$ cat config.mk
export PLATFORM = sky130hd
export DESIGN_NAME = vram_arbiter
export DESIGN_NICKNAME = d
export VERILOG_FILES = /design/src/rtl/vram_pkg.sv /design/src/rtl/vram_clr_seq.sv /design/src/rtl/vram_arbiter.sv
export SDC_FILE = /design/constraint.sdc
export NUM_CORES = 1
export LEC_CHECK = 0
export ABC_AREA = 1
export CORE_ASPECT_RATIO = 2
export CORE_MARGIN = 2
export CORE_UTILIZATION = 30
export DETAILED_ROUTE_END_ITERATION = 8
export GPL_ROUTABILITY_DRIVEN = 0
export GPL_TIMING_DRIVEN = 0
export PLACE_DENSITY_LB_ADDON = 0.15
export SYNTH_ARGS = -nofsm -noshare
export SYNTH_HDL_FRONTEND = slang
export SYNTH_SLANG_ARGS = --single-unit
$ cat constraint.sdc
create_clock -name clk -period 1.5 [get_ports clk]
set_input_delay 0.225 -clock clk [delete_from_list [all_inputs] [get_ports clk]]
set_output_delay 0.225 -clock clk [all_outputs]
set_load 0.02 [all_outputs]
$ cat src/rtl/vram_pkg.sv
// Shared defaults and RAM slot-owner encoding for the text-mode VRAM arbiter.
package vram_pkg;

    localparam int unsigned VRAM_DEPTH_DEF = 4800;
    localparam int unsigned ADDR_W_DEF     = 13;
    localparam int unsigned DATA_W_DEF     = 16;

    typedef enum logic [2:0] {
        SLOT_NONE,
        SLOT_VGA,
        SLOT_CPU_WR,
        SLOT_CPU_RD,
        SLOT_CLR
    } slot_e;

endpackage

$ cat src/rtl/vram_clr_seq.sv
// Fill sequencer: walks every VRAM address once, writing the latched fill word
// in whichever slots the arbiter hands it.
module vram_clr_seq
    import vram_pkg::*;
#(
    parameter int unsigned VRAM_DEPTH = VRAM_DEPTH_DEF,
    parameter int unsigned ADDR_W     = ADDR_W_DEF,
    parameter int unsigned DATA_W     = DATA_W_DEF
) (
    input  logic              clk_i,
    input  logic              rst_ni,
    input  logic              start_i,
    input  logic [DATA_W-1:0] value_i,
    input  logic              gnt_i,
    output logic              req_o,
    output logic [ADDR_W-1:0] addr_o,
    output logic [DATA_W-1:0] data_o,
    output logic              busy_o,
    output logic              done_o
);

    localparam logic [ADDR_W-1:0] LAST_ADDR = ADDR_W'(VRAM_DEPTH - 1);

    logic              busy_q;
    logic              last_q;
    logic              done_q;
    logic [ADDR_W-1:0] cnt_q;
    logic [DATA_W-1:0] value_q;

    // last_q marks the cycle the final write is on the RAM port; done follows it.
    always_ff @(posedge clk_i or negedge rst_ni) begin
        if (!rst_ni) begin
            busy_q  <= 1'b0;
            last_q  <= 1'b0;
            done_q  <= 1'b0;
            cnt_q   <= '0;
            value_q <= '0;
        end else begin
            last_q <= 1'b0;
            done_q <= last_q;
            if (busy_q) begin
                if (gnt_i) begin
                    cnt_q <= cnt_q + 1'b1;
                    if (cnt_q == LAST_ADDR) begin
                        busy_q <= 1'b0;
                        last_q <= 1'b1;
                    end
                end
            end else if (start_i) begin
                busy_q  <= 1'b1;
                cnt_q   <= '0;
                value_q <= value_i;
            end
        end
    end

    assign req_o  = busy_q;
    assign addr_o = cnt_q;
    assign data_o = value_q;
    assign busy_o = busy_q;
    assign done_o = done_q;

endmodule

$ cat src/rtl/vram_arbiter.sv
// Single-port VRAM arbiter: one RAM slot per clock, VGA > CPU > clear, with
// owner tags following each access down the 2-cycle read pipeline.
module vram_arbiter
    import vram_pkg::*;
#(
    parameter int unsigned VRAM_DEPTH = VRAM_DEPTH_DEF,
    parameter int unsigned ADDR_W     = ADDR_W_DEF,
    parameter int unsigned DATA_W     = DATA_W_DEF
) (
    input  logic              clk,
    input  logic              rst,
    input  logic              vga_rdn,
    input  logic [ADDR_W-1:0] vga_addr,
    output logic [DATA_W-1:0] vga_data,
    input  logic              cpu_req,
    input  logic              cpu_we,
    input  logic [ADDR_W-1:0] cpu_addr,
    input  logic [DATA_W-1:0] cpu_wdata,
    output logic              cpu_ack,
    output logic [DATA_W-1:0] cpu_rdata,
    input  logic              clr_start,
    input  logic [DATA_W-1:0] clr_value,
    output logic              clr_busy,
    output logic              clr_done,
    output logic [ADDR_W-1:0] ram_addr,
    output logic              ram_we,
    output logic [DATA_W-1:0] ram_din,
    input  logic [DATA_W-1:0] ram_dout
);

    localparam logic [ADDR_W:0] DEPTH_C = (ADDR_W + 1)'(VRAM_DEPTH);

    function automatic logic in_range(input logic [ADDR_W-1:0] a);
        return {1'b0, a} < DEPTH_C;
    endfunction

    logic              vga_rdn_q;
    slot_e             slot_d;
    slot_e             slot1_q;
    slot_e             slot2_q;
    logic              oor1_q;
    logic              oor2_q;
    logic              cpu_busy_q;
    logic              cpu_ack_q;
    logic [DATA_W-1:0] cpu_rdata_q;
    logic [DATA_W-1:0] vga_data_q;
    logic [ADDR_W-1:0] ram_addr_q;
    logic              ram_we_q;
    logic [DATA_W-1:0] ram_din_q;

    logic              vga_edge;
    logic              cpu_gnt;
    logic              clr_req;
    logic              clr_gnt;
    logic [ADDR_W-1:0] clr_addr;
    logic [DATA_W-1:0] clr_data;

    vram_clr_seq #(
        .VRAM_DEPTH(VRAM_DEPTH),
        .ADDR_W    (ADDR_W),
        .DATA_W    (DATA_W)
    ) u_clr (
        .clk_i  (clk),
        .rst_ni (rst),
        .start_i(clr_start),
        .value_i(clr_value),
        .gnt_i  (clr_gnt),
        .req_o  (clr_req),
        .addr_o (clr_addr),
        .data_o (clr_data),
        .busy_o (clr_busy),
        .done_o (clr_done)
    );

    // cpu_busy_q stays set through the ack cycle so a held cpu_req cannot re-issue.
    always_comb begin
        vga_edge = vga_rdn_q & ~vga_rdn;
        cpu_gnt  = cpu_req & ~cpu_busy_q & ~vga_edge;
        slot_d   = SLOT_NONE;
        if (vga_edge) begin
            slot_d = SLOT_VGA;
        end else if (cpu_gnt) begin
            slot_d = cpu_we ? SLOT_CPU_WR : SLOT_CPU_RD;
        end else if (clr_req) begin
            slot_d = SLOT_CLR;
        end
        clr_gnt = (slot_d == SLOT_CLR);
    end

    always_ff @(posedge clk or negedge rst) begin
        if (!rst) begin
            vga_rdn_q   <= 1'b1;
            slot1_q     <= SLOT_NONE;
            slot2_q     <= SLOT_NONE;
            oor1_q      <= 1'b0;
            oor2_q      <= 1'b0;
            cpu_busy_q  <= 1'b0;
            cpu_ack_q   <= 1'b0;
            cpu_rdata_q <= '0;
            vga_data_q  <= '0;
            ram_addr_q  <= '0;
            ram_we_q    <= 1'b0;
            ram_din_q   <= '0;
        end else begin
            vga_rdn_q <= vga_rdn;
            slot1_q   <= slot_d;
            slot2_q   <= slot1_q;
            oor2_q    <= oor1_q;
            ram_we_q  <= 1'b0;
            cpu_ack_q <= 1'b0;
            oor1_q    <= 1'b0;
            if (cpu_ack_q) begin
                cpu_busy_q <= 1'b0;
            end

            case (slot_d)
                SLOT_VGA: begin
                    ram_addr_q <= vga_addr;
                    oor1_q     <= ~in_range(vga_addr);
                end
                SLOT_CPU_WR: begin
                    ram_addr_q <= cpu_addr;
                    ram_din_q  <= cpu_wdata;
                    ram_we_q   <= in_range(cpu_addr);
                    cpu_ack_q  <= 1'b1;
                    cpu_busy_q <= 1'b1;
                end
                SLOT_CPU_RD: begin
                    ram_addr_q <= cpu_addr;
                    oor1_q     <= ~in_range(cpu_addr);
                    cpu_busy_q <= 1'b1;
                end
                SLOT_CLR: begin
                    ram_addr_q <= clr_addr;
                    ram_din_q  <= clr_data;
                    ram_we_q   <= 1'b1;
                end
                default: ;
            endcase

            // Read data returns one cycle after the address slot; capture by tag.
            case (slot2_q)
                SLOT_VGA: begin
                    vga_data_q <= oor2_q ? '0 : ram_dout;
                end
                SLOT_CPU_RD: begin
                    cpu_rdata_q <= oor2_q ? '0 : ram_dout;
                    cpu_ack_q   <= 1'b1;
                end
                default: ;
            endcase
        end
    end

    assign vga_data  = vga_data_q;
    assign cpu_ack   = cpu_ack_q;
    assign cpu_rdata = cpu_rdata_q;
    assign ram_addr  = ram_addr_q;
    assign ram_we    = ram_we_q;
    assign ram_din   = ram_din_q;

endmodule

==> reports/results.txt <==
The flow ran to the end, and the final reports show no timing, DRC or antenna violations. The maximum number of buffers from clock root to sink was 2; the iteration count of the initial detailed-routing pass was 4. Measured against its own limit, the worst slew margin works out to 55.73%. After clock tree synthesis, the clock-pin slew on the worst setup and hold paths is 0.07 ns.

The worst-margin pin slew is 0.6640 ns. Portion of synthesized cell area occupied by the leading cell type: 54.25%. STA puts the critical path data arrival time at 1.64 ns. The share of final-layout standard cells stronger than drive strength 1 works out to 13.41%. The critical path in this run is classified as flop to flop.

The cell with the largest stage delay on the worst path is sky130_fd_sc_hd__dfstp_2. The H-tree depth is 3, and the highest ir drop seen on vdd is 0.6749 mV. The run gives 777 as the number of nets in the finished design. In this run the tool buffered the top-level ports with 144 buffer cells.

Leaving out fill and tap cells, the most frequent cells in the layout are sky130_fd_sc_hd__nand2_1 (112), sky130_fd_sc_hd__dfrtp_1 (103), sky130_fd_sc_hd__nor2_1 (79), sky130_fd_sc_hd__clkdlybuf4s50_1 (77), sky130_fd_sc_hd__dlygate4sd2_1 (65). Global routing finished with a remaining overflow of 0. Area growth from synthesis to layout: 42.80%.

The run gives 0 as the max-slew violation count. The largest total area in the synthesized netlist belongs to sky130_fd_sc_hd__dfrtp_1. Via count of the first global-routing pass: 4,443. The synthesized design contains 105 register bits.

The post-route fraction of the period consumed by the critical path is 94.14%. The run gives 22.51 mm as the global-route wire length before repair. Across all layers, the routed design uses 4,191 vias. Data on the critical path is required at its endpoint by 1.73 ns. Across the routed clock network, the largest skew measured is 0.01273 ns. After detailed routing, the number of remaining DRC violations is 0. The maximum number of pins on one net before global-route repair is 57, and the die outline area is 0.01708 mm².

The vertical die dimension came out at 182.8 µm. The clock root buffer is sky130_fd_sc_hd__clkbuf_16. For the clock latency on the worst-skew pair, the log shows 0.35 ns.

STA classifies the critical path startpoint as a flop. In this design, the critical path's most frequently occurring cell is sky130_fd_sc_hd__nor2_4. Across the run, the number of max-cap violations was 0. The sequential share of the synthesized area was 54.80%.

The CTS sink count was 105; the via count normalized by instance count was 4.641. The most frequent standard cell in the layout excluding fill and tap cells was sky130_fd_sc_hd__nand2_1. For the gate count of the mapped netlist, the log shows 536. Yosys attributes the largest share of cell area to sky130_fd_sc_hd__dfrtp_1 (54%), sky130_fd_sc_hd__nand2_1 (8.9%), sky130_fd_sc_hd__mux2_2 (6.8%). The maximum fanout along the worst path is 5, and the detailed-placement wirelength estimate is 10.82 mm. During synthesis, Yosys emitted a total of 0 warnings. Counting distinct cell types in the post-synthesis netlist gives 33.

Total clock buffers created by CTS: 9. The tools report the critical path capture point type as a flop. The standard cell core area is 0.01570 mm². The tightest hold path in the finished design has a slack of 0.06899 ns. During I/O placement, the number of pins put on the boundary was 145. Maximum clock frequency: 708.2 MHz.

The worst hold path belongs to the class input pin to flop. The time the worst path needs with I/O delays and setup is 1.412 ns. The number of endpoints with negative hold slack in the final report was 0; the overall routed net length was 13.92 mm. The critical path goes through inv_1 -> nor2_4 -> nor2_4 -> nand2_4 -> buf_6 -> nand2_2 -> o211ai_1 -> nand2_1. The first routing iteration left 189 violations.

For the global router's overall resource usage, the log shows 16.98%. The sum of internal, switching and leakage power is 10.65 mW, and the starting utilization of the core area is 30.56%. The average wire per cell in the routed design came out at 15.42 µm. The mean post-synth cell area was 8.950 µm². TritonCTS built the clock tree. The run gives 1 as the initial antenna violation count. The width of the chip came out at 93.42 µm.

After synthesis the cells add up to 0.004797 mm². The cell leakage power was 3.447 nW. The power density normalized to cell area was 1554 mW/mm²; the net count after synthesis was 617.

The initialized floorplan defines 65 standard-cell rows. For the number of setup violations in the final report, the log shows 0. Critical path's largest stage delay: 0.56 ns. In this run the remaining antenna-violating nets after routing total 0.
kinds of logic after synthesis:
family	after synthesis	synth area share [%]
and+or+nand+nor	254	22.95
DFF	105	54.80
buffers and inverters	80	7.277
AOI/OAI and AO/OA	63	7.016
muxes	32	7.512
xor gates and xnor gates	1	0.1826
adders and majority gates	1	0.2608
repair_timing:
item / 4_1_cts / 5_1_grt
hold endpoints to repair: 48 / 0
cloned: 1 / 0
setup buffers: 2 / 2
resized for setup: 76 / 21
setup endpoints to repair: 108 / 67
pin swaps: 1 / 3
hold buffers: 1 / 0
layer usage:
metal	global-route usage (%)	part of all wire, %	vias to the layer above
li1	-	-	2031
met5	0	0	-
met2	31.80	55	144
met3	2.506	4.7	36
met4	8.765	4.3	0
met1	17.82	36	1980
final timing paths:
path	from	endpoint	slack, ns	cells past startpoint
max	vga_rdn_q	ram_din[11]	0.09	8
min	vga_rdn	vga_rdn_q	0.07	1
max reg2reg	vga_rdn_q	ram_din[11]	0.09	8
min reg2reg	slot1_q[2]	slot2_q[2]	0.35	0
max in group asynchronous	rst	u_clr.busy_o	0.32	3
min in group asynchronous	rst	cpu_rdata[1]	0.45	2
cell type report:
type,instances,area [µm²]
Sequential cell,105,2630
Clock buffer,9,225.2
Buffer,20,151.4
Antenna cell,1,2.502
Inverter,58,217.7
Multi-Input combinational cell,351,1877
Fill cell,1599,8846
Timing Repair Buffer,151,1433
Clock inverter,7,62.56
Tap cell,201,251.5
flip-flops by register name, summed over array words and instances (netlist names):
name and flops:
cpu_ack 1, cpu_busy_q 1, cpu_rdata 16, oor1_q 1, oor2_q 1, ram_addr 13, ram_din 16, ram_we 1
slot1_q 3, slot2_q 3, u_clr.addr_o 13, u_clr.busy_o 1, u_clr.data_o 16, u_clr.done_o 1, u_clr.last_q 1, vga_data 16
vga_rdn_q 1
through the flow:
step                util [%]  cell area, µm²   TNS, ns  std cells  setup WS [ns]
detailed placement     41.51            6515    -14.40        882        -0.5116
global route           43.64            6850  -0.04580        903       -0.01692
floorplan                  -            4797         0        536         0.1221
global placement       41.35            6490   -412.74        881         -3.828
CTS                    43.22            6784         0        902       0.003807
finish                 43.64            6850         0        903        0.08794
cells in the mapped netlist (all sizes together):
master,count
o22ai,2
buf,18
nand2,120
nor2,83
dfstp,1
nand3b,1
o21a,2
a21oi,11
nand3,34
dfrtp,104
xor2,1
a22oi,1
clkbuf,4
mux2,32
inv,58
nor4,1
or2,3
a31oi,1
nor3,3
nor3b,1
ha,1
o211ai,4
o21ai,42
nand4,8
power breakdown:
part / internal, mW / switching [mW]
sequential: 3.73 / 0.538
clock: 1.16 / 1.11
combinational: 1.73 / 2.37
worst max-delay path, delay by kind of cell (launching register included):
kind	cells	cell delay [ns]
and+or+nand+nor	5	0.42
AOI/OAI and AO/OA	1	0.11
buffers and inverters	2	0.21
DFF	1	0.56
(Power assumes the default switching activity.)
